File: config.mk
export PLATFORM = sky130hd
export DESIGN_NAME = frame_run_ctrl
export DESIGN_NICKNAME = d
export VERILOG_FILES = /design/src/rtl/frame_run_ctrl_pkg.sv /design/src/rtl/frame_run_ctrl_raster.sv /design/src/rtl/frame_run_ctrl.sv
export SDC_FILE = /design/constraint.sdc
export NUM_CORES = 1
export LEC_CHECK = 0
export CAP_MARGIN = 20
export CORE_AREA = 5 5 66 68
export DETAILED_ROUTE_END_ITERATION = 12
export DIE_AREA = 0 0 71 73
export MAX_ROUTING_LAYER = met4
export PLACE_DENSITY = 0.82
export SLEW_MARGIN = 0
export SYNTH_ARGS = -nofsm -noshare
export SYNTH_HDL_FRONTEND = slang
export SYNTH_SLANG_ARGS = --single-unit
File: constraint.sdc
create_clock -name clk -period 3 [get_ports clk]
set_input_delay 0.45 -clock clk [delete_from_list [all_inputs] [get_ports clk]]
set_output_delay 0.45 -clock clk [all_outputs]
set_load 0.02 [all_outputs]
File: src/rtl/frame_run_ctrl_pkg.sv
// Shared state encoding for the frame run controller and any status/debug logic.
// The encoding is visible on the state output, so the values are fixed.
package frame_ctrl_pkg;

    typedef enum logic [1:0] {
        ST_INIT  = 2'd0,
        ST_RUN   = 2'd1,
        ST_PAUSE = 2'd2,
        ST_WAIT  = 2'd3
    } frame_state_e;

    // Minimum counter width able to hold values 0..n-1 (never narrower than 1 bit).
    function automatic int cnt_width(input int n);
        return (n > 1) ? $clog2(n) : 1;
    endfunction

endpackage

File: src/rtl/frame_run_ctrl_raster.sv
// Raster position counter: walks x across a line, then y down the frame.
// The last output flags the final pixel position of the frame.
module raster_counter #(
    parameter int IMG_W = 640,
    parameter int IMG_H = 480,
    parameter int XW    = 10,
    parameter int YW    = 9
) (
    input  logic          clk,
    input  logic          reset,
    input  logic          clr,
    input  logic          en,
    output logic [XW-1:0] x,
    output logic [YW-1:0] y,
    output logic          last
);

    localparam logic [XW-1:0] X_LAST = XW'(IMG_W - 1);
    localparam logic [YW-1:0] Y_LAST = YW'(IMG_H - 1);

    logic [XW-1:0] x_reg;
    logic [YW-1:0] y_reg;
    logic          x_at_end;
    logic          y_at_end;

    assign x_at_end = (x_reg == X_LAST);
    assign y_at_end = (y_reg == Y_LAST);

    // clr wins over en so an abort on the accept cycle discards that pixel too.
    always_ff @(posedge clk or negedge reset) begin
        if (!reset) begin
            x_reg <= '0;
            y_reg <= '0;
        end else if (clr) begin
            x_reg <= '0;
            y_reg <= '0;
        end else if (en) begin
            if (x_at_end) begin
                x_reg <= '0;
                y_reg <= y_at_end ? '0 : y_reg + YW'(1);
            end else begin
                x_reg <= x_reg + XW'(1);
            end
        end
    end

    assign x    = x_reg;
    assign y    = y_reg;
    assign last = x_at_end & y_at_end;

endmodule

File: src/rtl/frame_run_ctrl.sv
// Frame run controller: gates the pixel stream, tracks raster position and
// sequences single-shot / continuous frames with pause, abort and inter-frame gap.
module frame_run_ctrl
    import frame_ctrl_pkg::*;
#(
    parameter int IMG_W     = 640,
    parameter int IMG_H     = 480,
    parameter int XW        = 10,
    parameter int YW        = 9,
    parameter int FCW       = 8,
    parameter int FRAME_GAP = 16
) (
    input  logic           clk,
    input  logic           reset,
    input  logic           start,
    input  logic           stop,
    input  logic           abort,
    input  logic           mode,
    input  logic           pix_valid,
    output logic           pix_ready,
    output logic [XW-1:0]  x,
    output logic [YW-1:0]  y,
    output logic           sof,
    output logic           eol,
    output logic           eof,
    output logic           frame_done,
    output logic [FCW-1:0] frame_cnt,
    output logic [1:0]     state
);

    localparam int              GW       = cnt_width(FRAME_GAP);
    localparam logic [GW-1:0]   GAP_LAST = GW'(FRAME_GAP - 1);
    localparam logic [XW-1:0]   X_LAST   = XW'(IMG_W - 1);
    localparam logic [YW-1:0]   Y_LAST   = YW'(IMG_H - 1);

    frame_state_e   state_reg, state_next;
    logic [GW-1:0]  gap_reg, gap_next;
    logic [FCW-1:0] frame_cnt_reg, frame_cnt_next;
    logic           frame_done_reg, frame_done_next;

    logic accept;
    logic last_pos;
    logic last_accept;
    logic raster_clr;

    assign pix_ready   = (state_reg == ST_RUN);
    assign accept      = pix_valid & pix_ready;
    assign last_accept = accept & last_pos;
    assign raster_clr  = abort | (state_reg == ST_INIT);

    raster_counter #(
        .IMG_W (IMG_W),
        .IMG_H (IMG_H),
        .XW    (XW),
        .YW    (YW)
    ) u_raster (
        .clk   (clk),
        .reset (reset),
        .clr   (raster_clr),
        .en    (accept),
        .x     (x),
        .y     (y),
        .last  (last_pos)
    );

    always_ff @(posedge clk or negedge reset) begin
        if (!reset) begin
            state_reg      <= ST_INIT;
            gap_reg        <= '0;
            frame_cnt_reg  <= '0;
            frame_done_reg <= 1'b0;
        end else begin
            state_reg      <= state_next;
            gap_reg        <= gap_next;
            frame_cnt_reg  <= frame_cnt_next;
            frame_done_reg <= frame_done_next;
        end
    end

    // Priority: abort > last-pixel completion > stop > start / gap expiry.
    always_comb begin
        state_next      = state_reg;
        gap_next        = gap_reg;
        frame_cnt_next  = frame_cnt_reg;
        frame_done_next = 1'b0;

        if (abort) begin
            state_next = ST_INIT;
            gap_next   = '0;
        end else begin
            unique case (state_reg)
                ST_INIT: begin
                    if (start) begin
                        state_next = ST_RUN;
                    end
                end
                ST_RUN: begin
                    if (last_accept) begin
                        frame_cnt_next  = frame_cnt_reg + FCW'(1);
                        frame_done_next = 1'b1;
                        gap_next        = '0;
                        state_next      = mode ? ST_INIT : ST_WAIT;
                    end else if (stop) begin
                        state_next = ST_PAUSE;
                    end
                end
                ST_PAUSE: begin
                    if (!stop) begin
                        state_next = ST_RUN;
                    end
                end
                ST_WAIT: begin
                    gap_next = gap_reg + GW'(1);
                    if (stop) begin
                        state_next = ST_INIT;
                    end else if (gap_reg == GAP_LAST) begin
                        state_next = ST_RUN;
                    end
                end
                default: begin
                    state_next = ST_INIT;
                end
            endcase
        end
    end

    assign sof        = pix_ready & (x == '0) & (y == '0);
    assign eol        = pix_ready & (x == X_LAST);
    assign eof        = eol & (y == Y_LAST);
    assign frame_done = frame_done_reg;
    assign frame_cnt  = frame_cnt_reg;
    assign state      = state_reg;

endmodule

# Word level (Yosys, flattened, before mapping)
# Index checks and enable logic that the tools add are counted.
# totals
out_inout_bits,34
wordCells,62
reg_bits,34
input_bits,7
# op_classes
bitwise,9
n_addsub,4
n_reduce_logical,10
n_eq_ne,11
muxes,22
# op_table
operator,n
2-to-1 mux 9 bit,4
2-to-1 mux 10 bit,3
2-to-1 mux 2 bit,8
adder 10 x 1 -> 10 bit (second input constant),1
== test 10 bit (second input constant),1
zero test 10 bit,1
adder 9 x 1 -> 9 bit (second input constant),1
== test 9 bit (second input constant),1
zero test 9 bit,1
adder 8 x 1 -> 8 bit (second input constant),1
2-to-1 mux 4 bit,2
one-hot mux 2 bit (4 select lines),1
one-hot mux 4 bit (2 select lines),1
bitwise AND 1 bit,7
inequality test 3 bit (second input constant),2
adder 4 x 1 -> 4 bit (second input constant),1
== test 2 bit (second input constant),2
== test 4 bit (second input constant),1
inequality test 4 x 3 -> 1 bit (second input constant),1
inequality test 4 bit (second input constant),1
AND reduction 2 bit,2
AND reduction 4 bit,1
nonzero test 2 bit,2
2-to-1 mux 1 bit,3
other kinds (7),7

# Logic depth before layout (Yosys ltp)
# Gate-level depths: netlist (run 1).
# depth
ltp_word,6
mapped_depth,8
ltp_nobuf,5

# Modules after synthesis
# A second synthesis (run 1) with hierarchy kept.
# unflattened
cells_unflattened,198
area_unflattened_um2,1914.3
# modules_own_cells
mod,instances,area_each_um2,seq_area_each_um2,cells_each
raster_counter,1,1039.7,475.5,103
frame_run_ctrl,1,874.6,375.4,95

# Worst setup path after synthesis (run 1)
# OpenSTA, ideal clock, no wires.
# synth_timing
kind,reg-to-output
startpoint,"register u_raster.y_reg[1], in the netlist u_raster.y[1]"
endpoint,output port eof
n_path_buf,2
setup_slack_ns,0.447
arrival_time_ns,2.103
t_required_ns,2.550
path_stages_with_launch,7
cell_sequence,dfrtp_1 > ha_1 > nand4_1 > or4_1 > buf_2 > buf_2 > nor3_1
# synth_via
elab_chain_cells,2
# synth_rtl
item,line_no,source
from (decl),frame_run_ctrl_raster.sv:22,logic [YW-1:0] y_reg;
from (signal assigned),frame_run_ctrl_raster.sv:40,y_reg <= y_at_end ? '0 : y_reg + YW'(1);
== test 9 bit,frame_run_ctrl.sv:129,assign eof = eol & (y == Y_LAST);
bitwise AND 1 bit,frame_run_ctrl.sv:129,
to (decl),frame_run_ctrl.sv:25,"output logic eof,"
# No other way between the ends.

# Final worst setup path (run 1)
# layout_timing
startpoint,"register u_raster.y_reg[0], in the netlist u_raster.y[0]"
endpoint,output port eof
# Same word-level chain as after synthesis.

==> results of run 1 <==
-- cells by family after synthesis --
family / Yosys count / synth area share [%]
flip-flops: 34 / 44.01
AO/OA/AOI/OAI: 38 / 10.42
AND/OR/NAND/NOR: 102 / 30.42
buffers and inverters: 19 / 4.207
XOR/XNOR: 12 / 5.437
multiplexers: 3 / 1.618
adder cells (fa/ha/maj): 6 / 3.883
-- worst max path at each step --
stage | slack, ns | from | endpoint
final | 0.18 | u_raster.y[0] | eof
after global routing | 0.03 | u_raster.y[0] | eof
after CTS | 0.15 | u_raster.y[1] | eof
after detailed placement | 0.49 | u_raster.y[1] | eof
after global placement | 0.52 | u_raster.y[1] | eof
after floorplan | 0.45 | u_raster.y[1] | eof
-- power by group through the flow --
stage | Sequential [uW] | Combinational (uW) | Clock (uW)
final | 471 | 76.5 | 533
after global routing | 472 | 84.4 | 563
after CTS | 471 | 77.8 | 539
after detailed placement | 480 | 77.8 | 0
after global placement | 479 | 76.6 | 0
after floorplan | 477 | 42.2 | 0
-- worst reg2reg max path: cells and delay by family (launching register included) --
kind / cells / cell delay, ns
flip-flops: 1 / 0.40
adder cells (fa/ha/maj): 1 / 0.22
AND/OR/NAND/NOR: 3 / 0.98
multiplexers: 1 / 0.37
buffers and inverters: 1 / 0.22
-- metrics by stage --
step | hold WS [ns] | setup WS, ns | cell area, um2 | total power, uW | cells
after global routing | 0.4937 | 0.03165 | 2510 | 1119 | 304
after global placement | 0.4613 | 0.5238 | 2367 | 556.0 | 296
after floorplan | 0.1544 | 0.4471 | 1933 | 519.6 | 214
after CTS | 0.4782 | 0.1542 | 2510 | 1088 | 304
final | 0.4756 | 0.1762 | 2510 | 1081 | 304
after detailed placement | 0.4643 | 0.4886 | 2367 | 557.6 | 296
-- cells in the mapped netlist, types with 2 or more instances --
master,count
clkbuf_1,3
xor2_1,11
o21ai_0,14
o211ai_1,2
nor2_1,14
nor3_1,8
nand3b_1,3
nand2_1,16
or2_2,3
or4b_1,3
nand2b_1,7
buf_2,7
ha_1,6
nand4_1,12
nor4_1,7
or3_1,6
or4_1,3
dfrtp_1,34
nand3_1,8
and2_1,3
inv_1,8
mux2i_1,2
a21oi_1,19
-- routing by layer --
| layer | vias to the layer above | track usage (%) |
|---|---|---|
| li1 | 859 | - |
| met1 | 840 | 22.11 |
| met2 | 43 | 31.20 |
| met3 | 6 | 5.234 |
| met4 | 0 | 8.351 |
| met5 | - | - |
-- area by class of cell --
cell class	count	area share, %
multi-input combinational	161	39.88
inverter	8	1.196
sequential	34	33.90
timing repair buffer	43	16.85
tap	50	2.493
clock inverter	2	2.393
clock buffer	6	3.290
==> impl_results.md, run 1 <==
- Antenna violations before repair: 0
- Reg2reg end: frame_cnt[1]
- Final Skew: about 0.0098 ns
- Worst-Skew Late Latency: 0.29 ns
- Most area-consuming cells after synthesis: dfrtp_1 44%, xor2_1 5.0%, a21oi_1 4.9%, ha_1 3.9%, nand4_1 3.9%
- First-pass DRT Iterations: 4
- Sequential cell area fraction in the yosys report: 44.01%
- Startpoint types: register
- CTS tree: built
- Root Buffer: clkbuf_8
- Worst path cell trace: ha_1, nand4_1, or4_1, nor3_1, clkdlybuf4s50_1
- Dominant cell type by area after synthesis: dfrtp_1
- Internal power: approximately 850 uW
- DRC Markers: 0
- # clock sinks: 34
- Synth async-reset ratio: 100.0%
- Pleak: a little over 0.001 uW
- DIE WIDTH: about 71 um
- Crit path arrival time: around 2.4 ns
- Seq cells post-synth: 34
- CP max FO: 5
- Hold Vio Cnt, Final: 0
- Tcrit/Tclk final: between 90% and 100%
- Commonest non-fill, non-tap cell in the layout: clkdlybuf4s50_1
- Gpl congestion: between 0.8 and 0.9
- Clock tree buffer depth: 2
- Final HPWL DP: between 3000 and 4000 um
- Final setup fails: 0
- Ys Warns: 0
- Cells after Synth: ~210
- Fin nets: between 200 and 300
- Final antenna-violating net count: 0
- Clock share of power: about half
- CTS Buf Count: 5
- Global-route wire length before repair: about 7500 um
- Crit path max-delay cell type: clkdlybuf4s50_1
- FF-to-FF setup slack: ~0.70 ns
- Placement row count: 23
- Sw Pwr: approximately 230 uW
- Post-Route WL: roughly 4400 um
- Pwr dens: around 430 mW/mm2
- Hold path endpoint: frame_cnt[7]
- CP peak stage delay: roughly 0.63 ns
- Reg area: 850.8 um2
- Max reg flops: 10
- Comb pwr share: under 10%
- Status: completed
- Crit Reg-Reg Startpoint: u_raster.y[0]
- WL met1: 1932 um
- Post-route minimum period: 2.824 ns
- Tightest Pin Transition: 0.4679 ns
- Hold-fix buffers, CTS: 0
- Die Span Y: approximately 73 um
- Worst hold start: frame_cnt[7]
- Synth Area per Inst: 9.033 um2
- DR vias: between 1500 and 2000
- Min-delay worst type: reg2reg
- Wire length on met3: between 200 and 250 um
- Fill cells: between 300 and 400
- Fmax: between 300 and 400 MHz
- Number of buffers added on ports: 40
- 1st-iter DRT viols: ~200
- Flop pwr share: 43.6%
- Post-layout util: between 60% and 70%
- Wire length per cell: roughly 15 um
- Die footprint: around 0.0052 mm2
- Metal2 WL: about 2200 um
- Hold path cells: 1
- Most frequent cells in the layout: 40 x clkdlybuf4s50_1, 34 x dfrtp_1, 19 x a21oi_1, 16 x nand2_1
- Diodes inserted: 0
- Syn Nets: around 230
- Reg2reg path depth: 6
- RSZ-0062 raised after global routing: no
- Highest metal used: met4
- Area Growth Syn to Fin: 29.84%
- Sw Ratio: approximately 22%
- GR Util All Layers: 19.10%
- Crit path max-delay family: simple AND/OR/NAND/NOR gates
- Largest net degree at the start of global routing: 35
- Io pins: 41
- Max-slew headroom: between 60% and 70%
- Clock slew seen by the registers of the worst setup and hold paths: 0.08 ns
- Max_cap viols: 0
- Starting Density: between 50% and 60%
- CP Depth: 5
- Share of post-route cells with drive strength above 1: 7.480%
- Crit. End Element: primary output
- Synth unique cells: 38
- GRT overflow: 0
- Drt via density: ~5.8
- Critical path required time: roughly 2.6 ns
- Vias in the first global route: 1621
- Worst ir drop on vdd: 0.3379 mV
- Synth top area share: 44.01%
- Post-synth EDFFs: 0
- Total core area: ~0.0038 mm2
- PostCTS Resize Cnt: 0
- Setup TNS: 0 ns
- WP buf/inv: 1
- Post-synth top flop: dfrtp_1
- Worst Path Class, Setup: reg2out
- H-tree Lvls: 2
- Multi-input combinational cell area: 0.001001 mm2
- Post-CTS setup buffers: 0
- Mapped cell area: approximately 0.0019 mm2
- Max-slew violations: 0
Note: power is estimated with default switching activity, not from simulation.
==> run 2: changes to the inputs <==
==> constraint.sdc (replaced) <==
create_clock -name clk -period 3 [get_ports clk]
set_input_delay 0.3 -clock clk [delete_from_list [all_inputs] [get_ports clk]]
set_output_delay 0.3 -clock clk [all_outputs]
set_load 0.02 [all_outputs]
==> run 2 against run 1 <==
Global-route usage fell by 0.31 points. Clock power shrank 22%. Non-clock buffer count is the same. Die area stayed put. Design area shrank 1.3%. Worst setup slack gained 0.15 ns. Worst hold slack worse by 0.052 ns. Routed wire length grew 0.84%. Final cell count unchanged. Critical endpoint unchanged. Largest power group is now registers.
==> impl_results.md, run 2 (synthesized netlist as in run 1, its figures left out) <==
- Status: completed
- Min Hold Slack: between 0.4 and 0.5 ns
- Most frequent cells in the layout: 40 x clkdlybuf4s50_1, 34 x dfrtp_1, 19 x a21oi_1, 16 x nand2_1
- Clock tree buffer depth: 2
- Worst ir drop on vdd: 0.2982 mV
- Hold Vio Cnt, Final: 0
- Area Growth Syn to Fin: 28.09%
- Starting Density: between 50% and 60%
- First-pass DRT Iterations: 4
- Drt via density: just under 6
- Largest net degree at the start of global routing: 35
- Die footprint: around 0.0052 mm2
- Vias in the first global route: around 1600
- Final HPWL DP: 3138 um
- Fmax: 374.5 MHz
- GR Util All Layers: about a fifth
- Pre-CTS setup slack: roughly 0.63 ns
- Post-route minimum period: ~2.7 ns
- Hold-fix buffers, CTS: 0
- Max_cap viols: 0
- Post-CTS setup buffers: 0
- Worst path cell trace: ha_1, nand4_1, or4_1, nor3_1, clkdlybuf4s50_1
- Clock slew seen by the registers of the worst setup and hold paths: approximately 0.070 ns
- Min-delay worst type: in2async
- Critical path required time: approximately 2.7 ns
- Placement row count: 23
- Final Skew: a little under 0.004 ns
- Die Span Y: roughly 73 um
- Pwr dens: 388.7 mW/mm2
- Setup TNS: 0 ns
- FF-to-FF setup slack: approximately 0.7 ns
- Setup WS post-layout: 0.3294 ns
- Final setup fails: 0
- Share of post-route cells with drive strength above 1: about 7.5%
- RSZ-0062 raised after global routing: no
- Io pins: 41
- Total core area: approximately 0.0038 mm2
- DIE WIDTH: around 71 um
- Crit path arrival time: between 2 and 2.5 ns
- Crit path max-delay cell type: clkdlybuf4s50_1
- Global-route wire length before repair: ~7500 um
- Worst-Skew Late Latency: between 0.2 and 0.3 ns
- DR vias: 1753
- Max reg flops: 10
- Diodes inserted: 0
- # clock sinks: 34
- CTS Buf Count: 5
- PostCTS Resize Cnt: 0
- GRT overflow: 0
- Max-slew headroom: about 68%
- H-tree Lvls: 2
- Wire length per cell: around 15 um
- Commonest non-fill, non-tap cell in the layout: clkdlybuf4s50_1
- Crit. End Element: primary output
- CP max FO: 5
- WP buf/inv: 1
- Worst Path Class, Setup: reg2out
- Number of buffers added on ports: 40
- Fin nets: roughly 270
- DRC Markers: 0
- Tcrit/Tclk final: 89.02%
- CTS tree: built
- Final antenna-violating net count: 0
- Max-slew violations: 0
- 1st-iter DRT viols: about 130
- Crit path max-delay family: simple AND/OR/NAND/NOR gates
- Startpoint types: register
- Antenna violations before repair: 0
- Root Buffer: clkbuf_8
- Tightest Pin Transition: 0.4815 ns
- Pleak: ~0.001 uW
- CP peak stage delay: between 0.6 and 0.7 ns
- Post-Route WL: between 4000 and 5000 um
- Gpl congestion: about 0.83
[run 2: changes by cell type in the layout (fill, tap and decap cells not counted), sizes merged]
cell    change
bufinv      -1
clkinv      +2
clkbuf      -1
[run 2: path summary, 6_finish.rpt]
check                               from             to  cells after the start
setup / recovery           u_raster.y[1]            eof                      5
hold / removal                     reset  u_raster.x[5]                      2
setup reg to reg           u_raster.y[1]   frame_cnt[1]                      6
hold reg to reg             frame_cnt[7]   frame_cnt[7]                      1
max in group asynchronous          reset  u_raster.y[1]                      2
min in group clk            frame_cnt[7]   frame_cnt[7]                      1
[run 2: through the flow]
| stage | util (%) | instances | cell area [um2] | total power, uW |
|---|---|---|---|---|
| 6_report | 65.18 | 304 | 2476 | 962.4 |
| 5_1_grt | 65.18 | 304 | 2476 | 1006 |
| 4_1_cts | 65.18 | 304 | 2476 | 980.0 |
| 3_5_place_dp | 62.32 | 296 | 2367 | 557.6 |
| 3_3_place_gp | 62.32 | 296 | 2367 | 556.0 |
| 2_1_floorplan | - | 214 | 1933 | 519.6 |
[run 2: layer usage]
| metal | share of wire (%) | global-route usage, % |
|---|---|---|
| met1 | 45 | 23.06 |
| met2 | 49 | 30.48 |
| met3 | 4.9 | 5.096 |
| met4 | 1.5 | 5.637 |
| met5 | 0 | - |
[run 2: where the power goes]
part | internal, uW | leakage, uW | switching [uW]
Combinational | 31.1 | 0.000467 | 46.1
Sequential | 462 | 0.000474 | 8.71
Clock | 244 | 0.0000579 | 170
Total | 738 | 0.000998 | 225
[run 2: area by class of cell]
cell class	instances	area, um2
fill	344	1323
multi-input combinational	161	1001
sequential	34	850.8
timing repair buffer	43	422.9
clock buffer	5	68.82
tap	50	62.56
clock inverter	3	40.04
inverter	8	30.03
